===== src/rtl/bm_pkg.sv =====
// Shared bin-manager types: widths, level-table entry layout and FSM state
// encoding for find_global_bkt_lvl.
`default_nettype none

package bm_pkg;

  localparam int WIDTH_BIN_ID = 10;
  localparam int WIDTH_LVL    = 16;

  localparam logic [WIDTH_BIN_ID-1:0] NO_BIN = '0;

  typedef enum logic [1:0] {
    FGB_IDLE  = 2'd0,
    FGB_READ  = 2'd1,
    FGB_CHECK = 2'd2,
    FGB_DONE  = 2'd3
  } fgb_state_e;

  typedef struct packed {
    logic                    valid;
    logic [WIDTH_BIN_ID-1:0] bin_id;
  } lvl_entry_t;

endpackage

`default_nettype wire


===== src/rtl/find_global_bkt_lvl.sv =====
// ---------------------------------------------------------------------------
// find_global_bkt_lvl : scans the global level table downward from the local
// backtrack level to the nearest live level. Option: FIND_STATS_EN.
// Rev 1.0
// ---------------------------------------------------------------------------
`default_nettype none

module find_global_bkt_lvl
  import bm_pkg::*;
(
  input  logic                    clk,
  input  logic                    rst,
  input  logic                    start_find_i,
  output logic                    done_find_o,
  input  logic [WIDTH_LVL-1:0]    bkt_lvl_req_i,
  output logic                    lvl_rd_en_o,
  output logic [WIDTH_LVL-1:0]    lvl_rd_addr_o,
  input  logic [WIDTH_BIN_ID:0]   lvl_rd_data_i,
  output logic [WIDTH_LVL-1:0]    bkt_lvl_o,
  output logic [WIDTH_BIN_ID-1:0] bkt_bin_o
`ifdef FIND_STATS_EN
  ,
  output logic [WIDTH_LVL-1:0]    scan_cnt_o
`endif
);

  localparam logic [WIDTH_LVL-1:0] LVL_ONE = WIDTH_LVL'(1);

  fgb_state_e              state_q, state_d;
  logic [WIDTH_LVL-1:0]    scan_q, scan_d;
  logic [WIDTH_LVL-1:0]    lvl_q, lvl_d;
  logic [WIDTH_BIN_ID-1:0] bin_q, bin_d;
  lvl_entry_t              rd_entry;

  assign rd_entry = lvl_rd_data_i;

  always_ff @(posedge clk or negedge rst) begin
    if (!rst) begin
      state_q <= FGB_IDLE;
      scan_q  <= '0;
      lvl_q   <= '0;
      bin_q   <= NO_BIN;
    end else begin
      state_q <= state_d;
      scan_q  <= scan_d;
      lvl_q   <= lvl_d;
      bin_q   <= bin_d;
    end
  end

  always_comb begin
    state_d = state_q;
    scan_d  = scan_q;
    lvl_d   = lvl_q;
    bin_d   = bin_q;
    case (state_q)
      FGB_IDLE: begin
        if (start_find_i) begin
          if (bkt_lvl_req_i == '0) begin
            lvl_d   = '0;
            bin_d   = NO_BIN;
            state_d = FGB_DONE;
          end else begin
            scan_d  = bkt_lvl_req_i;
            state_d = FGB_READ;
          end
        end
      end
      FGB_READ: state_d = FGB_CHECK;
      FGB_CHECK: begin
        // Level 0 is never a candidate, so a miss at level 1 ends the scan.
        if (rd_entry.valid) begin
          lvl_d   = scan_q;
          bin_d   = rd_entry.bin_id;
          state_d = FGB_DONE;
        end else if (scan_q > LVL_ONE) begin
          scan_d  = scan_q - LVL_ONE;
          state_d = FGB_READ;
        end else begin
          lvl_d   = '0;
          bin_d   = NO_BIN;
          state_d = FGB_DONE;
        end
      end
      FGB_DONE: state_d = FGB_IDLE;
      default:  state_d = FGB_IDLE;
    endcase
  end

  always_comb begin
    done_find_o   = (state_q == FGB_DONE);
    lvl_rd_en_o   = (state_q == FGB_READ);
    lvl_rd_addr_o = (state_q == FGB_READ) ? scan_q : '0;
  end

  assign bkt_lvl_o = lvl_q;
  assign bkt_bin_o = bin_q;

`ifdef FIND_STATS_EN
  logic [WIDTH_LVL-1:0] cnt_q, cnt_d;

  always_comb begin
    cnt_d = cnt_q;
    if ((state_q == FGB_IDLE) && start_find_i) begin
      cnt_d = '0;
    end else if ((state_q == FGB_CHECK) && (cnt_q != '1)) begin
      cnt_d = cnt_q + LVL_ONE;
    end
  end

  always_ff @(posedge clk or negedge rst) begin
    if (!rst) begin
      cnt_q <= '0;
    end else begin
      cnt_q <= cnt_d;
    end
  end

  assign scan_cnt_o = cnt_q;
`endif

endmodule

`default_nettype wire


===== config.mk =====
export PLATFORM = sky130hd
export DESIGN_NAME = find_global_bkt_lvl
export DESIGN_NICKNAME = d
export VERILOG_FILES = /design/src/rtl/bm_pkg.sv /design/src/rtl/find_global_bkt_lvl.sv
export SDC_FILE = /design/constraint.sdc
export NUM_CORES = 1
export LEC_CHECK = 0
export CORE_ASPECT_RATIO = 2
export CORE_MARGIN = 2
export CORE_UTILIZATION = 30
export CTS_BUF_LIST = sky130_fd_sc_hd__clkbuf_16
export DETAILED_ROUTE_END_ITERATION = 8
export PLACE_DENSITY = 0.63
export SYNTH_ARGS = -nofsm -noshare
export SYNTH_HDL_FRONTEND = slang
export SYNTH_SLANG_ARGS = --single-unit

===== constraint.sdc =====
create_clock -name clk -period 2.5 [get_ports clk]
set_input_delay 0.25 -clock clk [delete_from_list [all_inputs] [get_ports clk]]
set_output_delay 0.25 -clock clk [all_outputs]
set_load 0.05 [all_outputs]

Yosys cells after proc, flatten, opt, wreduce, memory -nomap -nowiden. Cells that the tools add are included.

Register bits after elaboration: 44.

Magnitude comparators: 1. $add $sub $neg: 1. Muxes and demuxes: 21. Reduce and logical (&&, ||, !) cells: 5. Equal/unequal tests: 9.

Operator list (count): 16-bit 2-to-1 mux (9); 16-bit case mux with 2 select lines (2); 10-bit 2-to-1 mux (4); 10-bit case mux with 2 select lines (1); 16-bit by 1-bit greater-than comparator with 1-bit output, second input constant (1); 16-bit logical NOT (1); 16-bit by 1-bit subtractor with 16-bit output, second input constant (1); 2-bit inequality test, second input constant (5); 2-bit 2-to-1 mux (4); 2-bit case mux with 4 select lines (1); 5-bit AND reduction (1); 2-bit == test, second input constant (2); 4-bit AND reduction (1); 3-bit inequality test, second input constant (1); 2-bit by 1-bit == test with 1-bit output, second input constant (1); 2-bit logical NOT (1); 2-bit nonzero test (1).

Logic depth before layout (Yosys ltp).
Depth after elaboration: 4. Mapped depth: 8.

Worst setup path after synthesis. No wires, ideal clock.

Path kind: register -> output. Start: register state_q[1]. End: output lvl_rd_addr_o[10]. Path slack: 0.394 ns. Cell stages (with the launch flop): 5. Required time: 2.250 ns. Arrival time: 1.856 ns. Buffers on the path: 2. Path through: dfrtp_1 buf_2 nor2b_1 clkbuf_1 and2_1.

Word-level cells in the longest chain between the ends: 2.

RTL lines: start: declaration (RTL line find_global_bkt_lvl.sv:29) `fgb_state_e state_q, state_d;`; start signal: assignment (RTL line find_global_bkt_lvl.sv:44) `state_q <= state_d;`; 2-bit by 1-bit == test with 1-bit output; named net lvl_rd_en_o (RTL line find_global_bkt_lvl.sv:16) `output logic lvl_rd_en_o,`; 16-bit 2-to-1 mux (RTL line find_global_bkt_lvl.sv:93) `lvl_rd_addr_o = (state_q == FGB_READ) ? scan_q : '0;`; end: declaration (RTL line find_global_bkt_lvl.sv:17) `output logic [WIDTH_LVL-1:0] lvl_rd_addr_o,`.

The timed path passes the listed nets, and every way through them passes these cells.

Worst setup path after layout.
Start: register scan_q[1]. End: register scan_q[1].

Word-level cells in the longest chain between the ends: 4. Elaborated cells on any way between the ends: 7. Classes of those cells: add/sub: 1; order compare: 1; eq/ne: 1; mux: 3; reduce/logical: 1.

RTL lines: start: declaration (RTL line find_global_bkt_lvl.sv:30) `logic [WIDTH_LVL-1:0] scan_q, scan_d;`; start signal: assignment (RTL line find_global_bkt_lvl.sv:45) `scan_q <= scan_d;`; 16-bit by 1-bit subtractor with 16-bit output (RTL line find_global_bkt_lvl.sv:77) `scan_d = scan_q - LVL_ONE;`; 16-bit 2-to-1 mux (RTL line find_global_bkt_lvl.sv:76) `end else if (scan_q > LVL_ONE) begin`; 16-bit 2-to-1 mux (RTL line find_global_bkt_lvl.sv:72) `if (rd_entry.valid) begin`; 16-bit case mux with 2 select lines (RTL line find_global_bkt_lvl.sv:56) `case (state_q)`.

Several ways; a longest one is shown, not always the timed one. The select of a mux whose other input is x is not followed. A chain may end at the register's enable or synchronous reset.

==> metrics.cfg <==
[detailed_routing]
vias=2398
wirelength_um=8312
drtIter0Drc=105
vias_per_cell=5.353
drt_pass1_iterations=4
drc=0
postRouteAntennaNets=0
wl_per_cell_um=18.55

[logic_synthesis]
synthArstFlopShare_pct=100.0
mappedNetlistArea_um2=2487
synth_fa_ha_area_share_pct=1.006
synth_fp_nets=301
synthSimpleGateAreaFrac_pct=19.57
yosysSeqAreaShare_pct=44.27
ys_ff_latch=44
synthMuxAreaShare_pct=0
synth_most_common_cell=dfrtp_1
yosysTopAreaCell=dfrtp_1
synth_edf_count=0
synth_top_area_share_pct=44.27
yosys-top-cells-area=dfrtp_1 44%, a22oi_1 7.8%, and2_1 4.5%, inv_1 4.5%, o21ai_1 3.6%
synth_xor_area_share_pct=0
synth_compound_area_share_pct=27.31
avgSynthCellArea_um2=9.247
synth_common_cells=44 x dfrtp_1, 30 x inv_1, 26 x a22oi_1, 18 x and2_1, 18 x o21ai_1
ys_warn_count=0
synth_top_flop_cell=dfrtp_1
syn_inst=269
synth_top_family_by_area=compound AO/OA/AOI/OAI gates
synth_cell_types=51

[sta]
rsz0062_at_grt=false
timing.fmax_mhz=444.9
skew_ps=10.57
fin_crit_sh_pct=89.90
setup_viol=0
fin_crit_ps=2248
tns_ps=0
hold_viol=0
slew_viol_final=0
tightest_slew_ps=608.3
slew_headroom_pct=59.29

[floorplanning]
core_area_um2=8174
rows=47
start_util_pct=30.43
die_area_um2=9079
die_h_um=132.8
io_pins=74
die_x_um=68.39

[worst_setup_path]
rrSetupSlack_ps=250
end_kind=flop
path_max_fanout=8
worst-endpoint-arrival_ps=2420
worst_setup_path_start_kind=flop
r2r-end=scan_q[1]
crit_end=scan_q[1]
reg2reg_from=scan_q[1]
worst-setup-path-type=reg2reg
r2r_cells=6
startpoint=scan_q[1]
cp.required_ps=2670

[power_and_ir_drop]
p_sw_mw=2.697
p_int_mw=2.743
peakVddDrop_uv=580.5
power.leakage_nw=1.533
power_frac_comb_pct=62.1
powerDensity_nw_per_um2=1473
p_clk_share_pct=11.3
swShare_pct=49.58
seqPwrFrac_pct=26.6

[job]
cap_violations=0

[clocking]
clk_pin_slew_worst_paths_ps=60
numCtsBuffers=5
htreeDepth=2
insertion_delay_ps=280
cts_root_buffer=clkbuf_16
cts_sinks=44
clockBufferDepth=2
tritoncts=built
cts_resized=0

[worst_hold_path]
worstHoldPathType=in2async

[placement]
placed_cells=439
gp_congestion=1.033
dp_hpwl_um=6377
port_buffers=73

[global_routing]
grt_pass1_vias=2344
grt_max_degree=29
grt_usage_pct=19.61
grt_first_pass_wirelength_um=13050
grt-ovfl-total=0
antenna_found_initial=0

[layout]
antenna_cells=0
drive_above_1_share_pct=16.00
nFillCells=793
area.growth.synth_to_final_pct=48.44
fin_cells=448
finish.net_count=381

[run_status]
status=finished clean

## how the worst min path moves through the flow
| stage | startpoint | end | slack, ps |
|---|---|---|---|
| floorplan | rst | bkt_bin_o[0] | -50 |
| global placement | rst | bkt_lvl_o[14] | 120 |
| detailed placement | rst | bkt_bin_o[0] | 130 |
| CTS | rst | bkt_bin_o[0] | 360 |
| global route | rst | bkt_lvl_o[14] | 380 |
| finish | rst | bkt_bin_o[1] | 350 |
## sequential cells by signal, indices dropped and copies added, names as in the netlist
register / count
bkt_bin_o: 10
state_q: 2
bkt_lvl_o: 16
scan_q: 16
## routing by layer
metal	wire length, µm	global-route usage, %	vias to the layer above
met5	0	0	-
met4	350	9.889	0
met3	236	1.871	21
met2	4629	34.19	83
met1	3096	22.60	1162
li1	-	-	1132
## kinds of logic after synthesis
family,after synthesis
AO/OA/AOI/OAI,95
adder cells (fa/ha/maj),2
buffers and inverters,46
flip-flops,44
AND/OR/NAND/NOR,82
## through the flow
stage | worst slack, ps | util, % | area [µm²] | power, mW | hold WS [ps]
after detailed placement | 118.7 | 43.38 | 3546 | 4.843 | 125.4
after floorplan | 393.6 | - | 2487 | 3.406 | -45.59
after CTS | 287.3 | 45.17 | 3692 | 5.474 | 360.1
after global placement | 212.8 | 43.38 | 3546 | 4.797 | 124.9
after global routing | 168.9 | 45.17 | 3692 | 5.743 | 383.2
final | 252.5 | 45.17 | 3692 | 5.440 | 354.9
## final cells by class
cell class | instances | area (µm²) | share of cell area (%)
multi-input cells | 179 | 1191 | 32.26
well taps | 98 | 122.6 | 3.321
repair buffers | 89 | 1028 | 27.86
inverters | 30 | 112.6 | 3.050
clock inverters | 3 | 11.26 | 0.3050
clock buffers | 5 | 125.1 | 3.389
flip-flops and latches | 44 | 1101 | 29.82
## critical path, cell delays in order (launching register included)
cell,delay [ps]
dfrtp_1,470
inv_1,160
ha_1,230
o2111a_2,310
a211oi_4,440
o221ai_1,280
o21ai_1,240
## power groups by stage
stage | registers, mW | clock network [mW] | logic [mW]
4_1_cts | 1.44 | 0.637 | 3.40
5_1_grt | 1.50 | 0.665 | 3.58
3_3_place_gp | 1.44 | 0 | 3.36
2_1_floorplan | 1.93 | 0 | 1.48
6_report | 1.45 | 0.617 | 3.38
3_5_place_dp | 1.45 | 0 | 3.39
## what timing repair did
| action | CTS | global route |
|---|---|---|
| hold buffers | 1 | 0 |
| hold endpoints to repair | 8 | 0 |
| setup buffers | 0 | 0 |
## placed cells by master, fill, tap and decap left out, types with 3 or more instances in the layout
cell type	instances
a21oi_1	6
clkdlybuf4s50_1	54
nor2_1	15
inv_1	32
a211oi_1	4
nor4_2	3
buf_4	15
o211ai_1	3
o311ai_1	3
o22ai_1	3
buf_12	18
clkbuf_16	5
nor4_1	5
nand3_1	3
nor3_1	6
nand2b_1	3
a22oi_1	26
nand2_1	16
dfrtp_1	44
o21ai_1	18
and2_1	18
o21ai_0	12
(Power assumes the default switching activity.)
==> RTL change 1, RTL diff (same settings) <==
Build with the macro `FIND_STATS_EN` defined.
--- a/src/rtl/find_global_bkt_lvl.sv
+++ b/src/rtl/find_global_bkt_lvl.sv
@@ -5,4 +5,6 @@
 // ---------------------------------------------------------------------------
 `default_nettype none
+
+`define FIND_STATS_EN
 
 module find_global_bkt_lvl
Function (old outputs only; new: scan_cnt_o): kept (Yosys induction, for registers that start in step).
==> RTL change 1 against the unedited design <==
Synthesized area rose by 29%; worst setup slack improved by 7.3 ps; via count rose by 26%; sequential power rose by 16%; cell area rose by 29%; power rose by 20%; sequential cell count rose by 16; routed wire length rose by 19%; combinational power rose by 5%; maximum frequency rose by 0.33%; worst hold slack improved by 73 ps; non-clock buffer count rose by 20; critical endpoint is now bkt_bin_o[1].
==> RTL change 1: results (changes against the unedited design) <==
Timing
  • Slew @ Worst Pin: 759 ps (+151 ps)
  • WHS: 427 ps (+72.5 ps)
  • Clk_skew: 8.26 ps (-2.31 ps)

Place
  • Cells after DPL: 548 (+25%)
  • DP HPWL: 7350 um (+15%)
  • Count of input and output buffers: 89 (+22%)
  • GPL Wtd Cong: 0.886 (-14%)

Power
  • Pwr Total: 6510 uW (+20%)
  • P_leak: 0.00198 uW (+29%)
  • Logic pwr share: 54.7% (-7.4 points)
  • Peak supply drop: 0.000764 V (+32%)
  • Clock power frac: 19.6% (+8.3 points)
  • Sw Share: 45.2% (-4.4 points)

Critical path
  • R2r worst-path depth: 7 (+1)
  • CP max stage delay: 640 ps (+170 ps)
  • R2R Path Start: scan_q[0]
  • Worst-path fanout max: 26 (+18)
  • Crit-path slowest cell: o21ai_4
  • Crit path DAT: 2500 ps (+80 ps)

GRT
  • M2 GR Usage: 32.4% (-1.8 points)
  • Total track usage: 17.7% (-1.9 points)
  • Number of global-route vias before repair: 3144 (+34%)
  • Wire length of the first global-routing pass: 16100 um (+23%)
  • Met1 Resource Use GR: 19.5% (-3.1 points)
  • Met3 Use GR: 2.71% (+0.84 points)

Cells and area
  • Share of cells above drive strength 1: 14.7% (-1.3 points)
  • Layout Nets: 456 (+20%)

Route
  • WL met2: 5320 um (+15%)
  • DR WL/cell: 17.6 um (-5.4%)
  • Highest routed layer: met4
  • Met1 Wirelength: 3850 um (+24%)
  • Vias per inst: 5.34 (-0.24%)
  • Initial DRC count: 172 (+64%)

Synthesis
  • Mapped Cells: 327 (+22%)
  • Count of cell types in the netlist: 50 (-2.0%)
  • Net count after synthesis: 360 (+20%)
  • Sequential fraction of the synthesis area: 46.9% (+2.7 points)
  • Synth top cells by count: dfrtp_1, nor2_1, a22o_1, a21oi_1, and2_1
  • Dominant cells by area after synthesis: dfrtp_1, a22o_1, nor2_1, and2_1, a21oi_1

CTS
  • H-tree levels: 3 (+1)
  • Num CTS Buffers: 9 (+4)

Outcome
  • Status: completed
## RTL change 1: cell count changes in the layout (fill, tap and decap cells not counted), moves of 7 or more
cell             unedited run  this run
nand4_1                     0         9
dfrtp_1                    44        60
a21oi_1                     6        19
nor2_1                     15        33
o21ai_1                    18        11
a22oi_1                    26         3
a22o_1                      0        26
clkdlybuf4s50_1            54        71
inv_1                      32         5
## RTL change 1: per-stage QoR
stage,setup slack (ps),instance area [sq um]
after floorplan,392,3200
after global placement,178,4430
after detailed placement,200,4430
after CTS,275,4750
after global routing,105,4750
final,260,4750
## RTL change 1: cell families (layout without fill, tap and decap cells)
| family | after synthesis | after routing | share of synthesized area, % |
|---|---|---|---|
| flops | 60 | 60 | 46.9 |
| simple gates | 126 | 126 | 22.1 |
| compound gates | 97 | 97 | 21.4 |
| fa+ha+maj | 3 | 3 | 1.17 |
| mux | 3 | 3 | 0.939 |
| xor+xnor | 10 | 10 | 2.74 |
| buf+inv | 28 | 129 | 4.77 |
## RTL change 1: area by class of cell
type	instances	area (sq um)
Clock inverter	7	82.6
Sequential cell	60	1500
Multi-Input combinational cell	239	1550
Fill cell	1040	5730
Timing Repair Buffer	109	1210
Tap cell	137	171
Inverter	4	15.0
Clock buffer	9	225
## RTL change 1: worst register-to-register path, stage by stage (launching register included)
cell     delay [ps]
dfrtp_1         450
inv_1           100
ha_1            240
nor2_1          120
nor4_1           80
a31o_4          310
o21ai_4         640
a22o_1          240
## RTL change 1: repair_timing
| action | in CTS | in global routing |
|---|---|---|
| setup buffers | 0 | 0 |
| hold buffers | 1 | 0 |
| endpoints found under the hold margin | 21 | 0 |
==> RTL change 2, RTL diff (same settings) <==
Without the edit above. Re-encode `fgb_state_e` (4 states) as one-hot, 4 bits wide.
--- a/src/rtl/bm_pkg.sv
+++ b/src/rtl/bm_pkg.sv
@@ -10,9 +10,9 @@
   localparam logic [WIDTH_BIN_ID-1:0] NO_BIN = '0;
 
-  typedef enum logic [1:0] {
-    FGB_IDLE  = 2'd0,
-    FGB_READ  = 2'd1,
-    FGB_CHECK = 2'd2,
-    FGB_DONE  = 2'd3
+  typedef enum logic [3:0] {
+    FGB_IDLE  = 4'b0001,
+    FGB_READ  = 4'b0010,
+    FGB_CHECK = 4'b0100,
+    FGB_DONE  = 4'b1000
   } fgb_state_e;
 
Behaviour: same outputs for any inputs over 10 cycles, from zero or initial values and one cycle with rst low; not proved beyond that.
==> RTL change 2 against the unedited design <==
Sequential cell count increased by 2; synthesized area is 2.5% higher; power shrank 14%; non-clock buffer count down 7; largest power group unchanged; cell area decreased by 4.6%; sequential power is 3% higher; routed wire length is 7.6% lower; worst setup slack got worse by 25 ps.
==> RTL change 2: results (changes against the unedited design) <==
Synthesis
  • Net count after synthesis: 276 (-8.3%)
  • Mapped Cells: 244 (-9.3%)
  • Count of cell types in the netlist: 59 (+16%)
  • Synth top cells by count: dfrtp_1, a22o_1, and2_1, nor2_1, o21ai_0

Cells and area
  • Post-Layout Cell Count: 417 (-6.9%)
  • Layout Nets: 350 (-8.1%)
  • Share of cells above drive strength 1: 16.3% (+0.30 points)

Power
  • Net switching power: 2150 uW (-20%)
  • Peak supply drop: 0.000521 V (-10%)
  • P_leak: 0.00151 uW (-1.7%)

Place
  • DP HPWL: 5830 um (-8.5%)
  • GPL Wtd Cong: 0.873 (-15%)
  • Cells after DPL: 408 (-7.1%)

Route
  • DR WL/cell: 18.4 um (-0.73%)
  • Vias per inst: 5.50 (+2.8%)
  • Initial DRC count: 136 (+30%)
  • DR WL met3: 284 um (+20%)
  • WL met2: 4390 um (-5.1%)

Critical path
  • Worst-path fanout max: 12 (+4)
  • Crit-path slowest cell: nor4b_2
  • R2R Path Start: scan_q[0]
  • Delay-heaviest family, CP: simple AND/OR/NAND/NOR gates
  • Worst setup startpoint: state_q[1]
  • Crit path DAT: 2020 ps (-400 ps)

GRT
  • Total track usage: 16.5% (-3.1 points)
  • Wire length of the first global-routing pass: 12100 um (-7.3%)

CTS
  • Setup Buffers After CTS: 0 (unchanged)

Timing
  • Slew headroom: 47.9% (-11 points)

Outcome
  • Status: completed
==> RTL change 2: changes by cell type after synthesis, moves of 5 or more <==
cell      change
a22o_1       +27
o21ai_1      -16
clkbuf_1      -6
inv_1        -22
buf_6         +5
o22a_1        +6
nand2_1       -7
a22oi_1      -22
==> RTL change 2: layout make-up <==
cell class / instances / area [sq um]
fill: 816 / 4770
multi-input combinational: 175 / 1260
sequential: 46 / 1150
timing repair buffer: 82 / 766
clock buffer: 5 / 125
tap: 98 / 123
clock inverter: 3 / 68.8
inverter: 8 / 30.0
==> RTL change 2: path summary, 6_finish.rpt <==
path                                endpoint  slack [ps]  cells past startpoint
max                        lvl_rd_addr_o[12]         230                      4
min                                scan_q[2]         470                      2
max reg2reg                       scan_q[12]         330                      7
min reg2reg                     bkt_bin_o[8]         500                      1
max in group asynchronous       bkt_bin_o[4]        1290                      3
min in group clk                bkt_bin_o[8]         500                      1
==> RTL change 2: cells by family after synthesis <==
kind of cell | count (synthesis) | share of synthesized area [%]
AO/OA/AOI/OAI | 91 | 27.7
AND/OR/NAND/NOR | 81 | 20.0
flip-flops | 46 | 45.2
buffers and inverters | 23 | 5.69
adder cells (fa/ha/maj) | 2 | 0.981
multiplexers | 1 | 0.442
==> RTL change 2: per-stage QoR <==
stage               cell area [sq um]  hold slack [ps]  utilization (%)  worst slack (ps)
finish                           3520              472             42.5               227
global route                     3520              514             42.5              98.5
CTS                              3520              490             42.5               190
detailed placement               3320              263             40.0               194
global placement                 3320              253             40.0               255
floorplan                        2550            -45.6                -              65.5
==> RTL change 2: layer usage <==
metal | up-vias | GRT usage, %
li1 | 1077 | -
met1 | 1126 | 17.1
met2 | 75 | 30.9
met3 | 16 | 2.55
met4 | 0 | 9.37
met5 | - | 0
==> RTL change 2: power groups by stage <==
stage	clock, uW	combinational, uW	sequential (uW)
floorplan	0	1040	1990
global placement	0	2320	1500
detailed placement	0	2350	1490
finish	861	2340	1500
CTS	882	2360	1490
global route	912	2470	1540
==> RTL change 2: timing repair <==
item / 4_1_cts / 5_1_grt
hold buffers: 1 / 0
setup endpoints to repair: 0 / 0
endpoints found under the hold margin: 21 / 0
